[config.mk]
export PLATFORM = sky130hd
export DESIGN_NAME = mac_vec_accum
export DESIGN_NICKNAME = d
export VERILOG_FILES = /design/src/rtl/mac_vec_accum.sv
export SDC_FILE = /design/constraint.sdc
export NUM_CORES = 2
export LEC_CHECK = 0
export ABC_AREA = 1
export BUFFER_PORTS_ARGS = -buffer_cell sky130_fd_sc_hd__buf_2
export CORE_ASPECT_RATIO = 1.75
export CORE_MARGIN = 2
export CORE_UTILIZATION = 65
export CTS_CLUSTER_DIAMETER = 120
export CTS_CLUSTER_SIZE = 24
export DETAILED_ROUTE_END_ITERATION = 10
export PLACE_DENSITY_LB_ADDON = 0.25
export SYNTH_ARGS = -nofsm -noshare
export SYNTH_HDL_FRONTEND = slang
export SYNTH_SLANG_ARGS = --single-unit
[constraint.sdc]
create_clock -name clk0 -period 6.87 [get_ports clk0]
set_input_delay 0.3435 -clock clk0 [delete_from_list [all_inputs] [get_ports clk0]]
set_output_delay 0.3435 -clock clk0 [all_outputs]
set_load 0.01 [all_outputs]
[src/rtl/mac_vec_accum.sv]
// Multi-lane fixed-point MAC engine: LANES feature elements times a broadcast weight,
// accumulated over a job of runtime length, with valid/ready streaming and saturation flags.
module mac_vec_accum #(
    parameter int unsigned LANES  = 4,
    parameter int unsigned DATA_W = 16,
    parameter int unsigned ACC_W  = 40,
    parameter int unsigned LEN_W  = 10,
    parameter bit          SAT    = 1'b1
) (
    input  logic                     clk0,
    input  logic                     clr0_n,
    input  logic                     ena,
    input  logic                     clr,
    input  logic                     start,
    input  logic [LEN_W-1:0]         len,
    input  logic                     accumulate,
    input  logic                     in_valid,
    output logic                     in_ready,
    input  logic [LANES*DATA_W-1:0]  ay,
    input  logic [DATA_W-1:0]        az,
    output logic                     out_valid,
    input  logic                     out_ready,
    output logic [LANES*ACC_W-1:0]   result,
    output logic [LANES-1:0]         sat_flag,
    output logic                     busy
);

    localparam int unsigned PROD_W = 2 * DATA_W;
    localparam int unsigned SUM_W  = ACC_W + 1;
    localparam logic [ACC_W-1:0] ACC_MAX = {1'b0, {(ACC_W-1){1'b1}}};
    localparam logic [ACC_W-1:0] ACC_MIN = {1'b1, {(ACC_W-1){1'b0}}};

    typedef enum logic [1:0] {
        IDLE  = 2'd0,
        RUN   = 2'd1,
        DRAIN = 2'd2,
        DONE  = 2'd3
    } state_t;

    state_t                     state_q;
    state_t                     state_d;
    logic [LEN_W-1:0]           cnt_q;
    logic                       pv_q;
    logic                       out_valid_q;
    logic signed [PROD_W-1:0]   p_q      [LANES];
    logic signed [ACC_W-1:0]    acc_q    [LANES];
    logic [LANES-1:0]           sat_q;

    logic                       beat_c;
    logic                       out_xfer_c;
    logic                       start_ok_c;
    logic signed [PROD_W-1:0]   prod_c   [LANES];
    logic signed [SUM_W-1:0]    sum_c    [LANES];
    logic signed [ACC_W-1:0]    acc_nx_c [LANES];
    logic [LANES-1:0]           ovf_c;

    // Handshake decode; ena gates every transfer.
    assign in_ready   = ena && (state_q == RUN);
    assign beat_c     = in_valid && in_ready;
    assign out_xfer_c = out_valid_q && out_ready && ena;
    assign start_ok_c = ena && start && (state_q == IDLE);
    assign out_valid  = out_valid_q;
    assign busy       = (state_q != IDLE);
    assign sat_flag   = sat_q;

    for (genvar g = 0; g < LANES; g++) begin : g_res
        assign result[g*ACC_W +: ACC_W] = acc_q[g];
    end

    // Per-lane product and one-bit-wider sum; overflow when the two top sum bits disagree.
    always_comb begin
        for (int i = 0; i < LANES; i++) begin
            prod_c[i]   = PROD_W'($signed(ay[i*DATA_W +: DATA_W])) * PROD_W'($signed(az));
            sum_c[i]    = SUM_W'(acc_q[i]) + SUM_W'(p_q[i]);
            ovf_c[i]    = sum_c[i][ACC_W] ^ sum_c[i][ACC_W-1];
            acc_nx_c[i] = sum_c[i][ACC_W-1:0];
            if (SAT && ovf_c[i]) begin
                acc_nx_c[i] = sum_c[i][ACC_W] ? ACC_MIN : ACC_MAX;
            end
        end
    end

    // Next-state logic.
    always_comb begin
        state_d = state_q;
        case (state_q)
            IDLE: begin
                if (start) begin
                    state_d = (len != '0) ? RUN : DONE;
                end
            end
            RUN: begin
                if (beat_c && (cnt_q == LEN_W'(1))) begin
                    state_d = DRAIN;
                end
            end
            DRAIN: begin
                state_d = DONE;
            end
            DONE: begin
                if (out_xfer_c) begin
                    state_d = IDLE;
                end
            end
            default: begin
                state_d = IDLE;
            end
        endcase
    end

    // State register.
    always_ff @(posedge clk0 or negedge clr0_n) begin
        if (!clr0_n) begin
            state_q <= IDLE;
        end else if (clr) begin
            state_q <= IDLE;
        end else if (ena) begin
            state_q <= state_d;
        end
    end

    // Job counter, product pipe, accumulators, flags and the result-valid register.
    always_ff @(posedge clk0 or negedge clr0_n) begin
        if (!clr0_n) begin
            cnt_q       <= '0;
            pv_q        <= 1'b0;
            out_valid_q <= 1'b0;
            sat_q       <= '0;
            for (int i = 0; i < LANES; i++) begin
                p_q[i]   <= '0;
                acc_q[i] <= '0;
            end
        end else if (clr) begin
            cnt_q       <= '0;
            pv_q        <= 1'b0;
            out_valid_q <= 1'b0;
            sat_q       <= '0;
            for (int i = 0; i < LANES; i++) begin
                p_q[i]   <= '0;
                acc_q[i] <= '0;
            end
        end else if (ena) begin
            pv_q <= beat_c;
            if (beat_c) begin
                cnt_q <= cnt_q - LEN_W'(1);
                for (int i = 0; i < LANES; i++) begin
                    p_q[i] <= prod_c[i];
                end
            end
            // The product pipe is always empty in IDLE, so a start never races an accumulate.
            if (start_ok_c) begin
                cnt_q <= len;
                if (!accumulate) begin
                    sat_q <= '0;
                    for (int i = 0; i < LANES; i++) begin
                        acc_q[i] <= '0;
                    end
                end
            end else if (pv_q) begin
                sat_q <= sat_q | ovf_c;
                for (int i = 0; i < LANES; i++) begin
                    acc_q[i] <= acc_nx_c[i];
                end
            end
            // Valid rises one cycle after entering DONE, so the last sum has settled into acc.
            if (out_xfer_c) begin
                out_valid_q <= 1'b0;
            end else if (state_q == DONE) begin
                out_valid_q <= 1'b1;
            end
        end
    end

endmodule

== Word level (Yosys, flattened, before mapping) ==
Cells that the tools add are included.
W data, S select, Z words.
Storage, ports and cells
  bits in registers: 306
  output and inout bits: 167
  input port bits: 98
  logic and storage cells: 93
Operators by class
  reductions and logical operators: 20
  multipliers: 4
  multiplexer cells: 38
  equal/unequal tests: 8
  add/sub/neg operators: 5
  bitwise gates (word level): 5
Operators by type and width (count)
  $mux W160: 5
  $mux W128: 3
  $mux W40: 8
  $add A40 B32 Y41: 4
  $mul A16 B16 Y32: 4
  $mux W10: 4
  $mux W4: 5
  $mux W2: 6
  $eq A10 B1 Y1 const B: 1
  $reduce_bool A10 Y1: 1
  $sub A10 B1 Y10 const B: 1
  $ne A3 B3 Y1 const B: 3
  $reduce_bool A3 Y1: 3
  $pmux W2 S4: 1
  $logic_and A1 B1 Y1: 7
  $mux W1: 6
  $reduce_and A2 Y1: 3
  $reduce_bool A2 Y1: 3
  $eq A2 B2 Y1 const B: 2
  $or A4 B4 Y4: 1
  $reduce_and A4 Y1: 1
  $xor A1 B1 Y1: 4
  $ne A3 B2 Y1 const B: 1
  $reduce_and A3 Y1: 1
  2 further kinds: 2

== Longest topological paths before layout ==
  depth in word-level cells: 8
  depth in mapped cells: 26

== Worst setup path before layout ==
No wires, ideal clock.
  path kind: input -> register
  start point: input port az[3]
  end point: register p_q[123] (netlist name)
  setup time: 0.123 ns
  data required time: 6.747 ns
  stages: 21
  data arrival time: 5.712 ns
  path slack: 1.035 ns
  buffers on the path: 2
  cell sequence: clkbuf_1 -> buf_1 -> nand2_1 -> inv_1 -> fa_1 -> fa_1 -> fa_1 -> fa_1 -> fa_1 -> inv_1 -> fa_1 -> inv_1 -> ha_1 -> nand2_1 -> nor4_1 -> nand3_1 -> nand3_1 -> a21o_1 -> a21oi_1 -> o21ai_0 -> nand2_1
Between the ends
  longest elaborated chain between the ends: 4
Ends and longest elaborated chain
  start, declared: line 20  | input logic [DATA_W-1:0] az,
  $mul A16 B16 Y32: line 73  | prod_c[i] = PROD_W'($signed(ay[i*DATA_W +: DATA_W])) * PROD_W'($signed(az));
  $mux W128: line 144  | if (beat_c) begin
  $mux W128: line 142  | end else if (ena) begin
  $mux W128: line 133  | end else if (clr) begin
  end signal, assigned by index: line 147  | p_q[i] <= prod_c[i];
  end, declared: line 45  | logic signed [PROD_W-1:0] p_q [LANES];
No other way between the ends. The select of a mux whose other input is x is not followed.
A chain may end at the register's enable or synchronous reset.

== Final worst setup path ==
  start point: input port az[4]
  end point: register p_q[83] (netlist name)
The elaborated chain is that of the path after synthesis.

==> flow_summary.toml <==
[outcome]
status = "finished, final reports clean"

[floorplan]
die_w_um = 242
fp.dieH_um = 421
core-area_um2 = 99000
rows = 153
ios = 265
die_area_um2 = 102000
initial_utilization_pct = 65.2

[timing]
timing.setup.tns_ns = 0
rsz0062_at_grt = "no"
worst_slew_pin_slew_ns = 1.06
finalWorstPathRequiredPeriod_ns = 6.19
setup_viol = 0
maxSlewHeadroom_pct = 29.2
slew_violations = 0
fmax_mhz = 162
finalHoldViolCount = 0
fin_skew_ns = 0.0338
period_share_pct = 90.0

[global_route]
gr-usage-all-layers_pct = 40.7
grt_pass1_wl_mm = 324
grt_pass1_vias = 62600
grt_max_degree = 153
grt_overflow = 0
antenna_found_initial = 15

[logic_synthesis]
synthCells = 8858
synthFlopType = "dfrtp_1"
synth_edf_count = 0
synth_warnings = 0
syn_area_um2 = 64600
yosysMostFrequentCell = "nand2_1"
synth-seq-area-share_pct = 11.9
synth.net_count = 10500
synth_top_area_cell = "fa_1"
synth.area.top_cells = "fa_1 (33%), nand2_1 (14%), inv_1 (12%)"
async_reset_ff_share_pct = 100
synth_seq_cells = 306
avgSynthCellArea_um2 = 7.29
synth_common_cells = "nand2_1 (2331), inv_1 (2145), fa_1 (1052), nor2_1 (546), ha_1 (501)"
synth_cell_types = 52
synth_top_area_share_pct = 32.6

[clocking]
cts_resized = 0
cts_tree = "yes"
insertion_delay_ns = 0.59
htree_levels = 1
cts_made_buffers = 16
cts_root_buffer = "clkbuf_16"
numClockSinks = 306
cts_buffer_depth = 3
path_clk_slew_ns = 0.11

[finish]
syn_to_final_growth_pct = 4.38
drive_gt1_share_pct = 4.63
nets = 10600

[place]
gp_congestion = 1.03
dp_hpwl_mm = 169
io_buffers = 264

[job]
maxCapViolations = 0

[routing]
drt_wl_total_mm = 204
route.detailed.drc = 0
drt_iter0_markers = 4188
first_pass_iters = 6
routedWlPerCell_um = 20.0
avgViaCountPerCell = 5.71
ant_nets = 0
vias = 58400

[setup_path]
cp-start-kind = "primary input"
critPathCaptureType = "flop"
crit_required_ns = 7.31
worstPathArrival_ns = 6.63
crit_fanout = 31
path_class = "primary input to flop"

[min_path]
hold_path.class = "primary input to flop"
placed cells by master, fill, tap and decap left out, types with 79 or more instances in the layout:
cell type  instances
xor2_1            79
nor2_1           545
o21ai_0          431
fa_1            1052
nand2_1         2330
buf_2            263
a21oi_1          424
ha_1             501
inv_1           2143
dfrtp_1          306
nand3_1          290
path summary, 6_finish.rpt:
path                                   startpoint                      to  slack (ns)  depth (start not counted)
max                                         az[4]     p_q[83]$_DFFE_PN0P_        0.68                         26
min                                        len[9]    cnt_q[9]$_DFFE_PN0P_        0.10                          3
max reg2reg                result[54]$_DFFE_PN0P_  result[43]$_DFFE_PN0P_        2.08                         17
min reg2reg                   p_q[78]$_DFFE_PN0P_     p_q[78]$_DFFE_PN0P_        0.50                          2
max in group asynchronous                  clr0_n     p_q[50]$_DFFE_PN0P_        5.09                          3
min in group asynchronous                  clr0_n    cnt_q[4]$_DFFE_PN0P_        0.35                          2
through the flow:
step	worst slack (ns)	hold WS [ns]	util [%]	cells	cell area, um2
floorplan	1.03	0.0479	-	8858	64600
global placement	0.255	0.402	67.6	10200	66900
detailed placement	0.168	0.413	67.6	10200	66900
CTS	0.766	0.0865	68.1	10200	67400
global route	0.406	0.100	68.1	10200	67400
finish	0.684	0.105	68.1	10200	67400
flip-flops by register name (all words and copies together), names as in the netlist:
register and count:
out_valid 1, p_q 128, pv_q 1, result 160
cnt_q 10, state_q 2, sat_flag 4
per-layer routing:
metal	vias up	wire, um	share of wire (%)	global-route usage, %
li1	26600	-	-	-
met1	28000	69800	34	44.1
met2	2698	102000	50	71.8
met3	1039	14100	6.9	5.99
met4	16	18200	8.9	30.6
met5	-	108	0.053	0
repair_timing:
item	in CTS	in global routing
hold buffers	1	0
endpoints found under the setup margin	0	0
setup buffers	0	0
endpoints found under the hold margin	89	0
cells by family (layout without fill, tap and decap cells):
| kind of cell | Yosys count | in the layout | share of synthesized area (%) |
|---|---|---|---|
| AOI/OAI and AO/OA | 1056 | 1056 | 8.90 |
| xor gates and xnor gates | 122 | 122 | 1.65 |
| adders and majority gates | 1553 | 1553 | 42.3 |
| buffers and inverters | 2453 | 2495 | 14.4 |
| DFF | 306 | 306 | 11.9 |
| muxes | 1 | 1 | 0.0155 |
| other | 0 | 10 | 0 |
| and+or+nand+nor | 3367 | 3367 | 20.9 |
layout make-up:
| type | count | area [um2] |
|---|---|---|
| tap | 1317 | 1650 |
| antenna | 10 | 25.0 |
| multi-input combinational | 6099 | 47600 |
| timing repair buffer | 326 | 1910 |
| clock inverter | 1 | 8.76 |
| clock buffer | 17 | 425 |
| fill | 8586 | 31600 |
| inverter | 2151 | 8080 |
| sequential | 306 | 7660 |
critical path, stage by stage:
cell and delay, ns:
buf_2 0.63, buf_4 0.40, nand2_1 0.09, inv_1 0.10, fa_1 0.39, inv_1 0.08, fa_1 0.44, fa_1 0.52
inv_1 0.05, fa_1 0.46, fa_1 0.53, inv_1 0.05, fa_1 0.47, inv_1 0.04, ha_1 0.37, nand2_1 0.14
nor2_1 0.14, inv_1 0.05, nor3_1 0.34, nand2_1 0.09, nand3_1 0.16, a21oi_1 0.13, o21ai_0 0.21, a21oi_1 0.08
o21ai_0 0.20, nand2_1 0.09
Power is left out: the tool's default activity adds up to more than one toggle a clock period on the data nets, which glitch-free logic cannot reach.
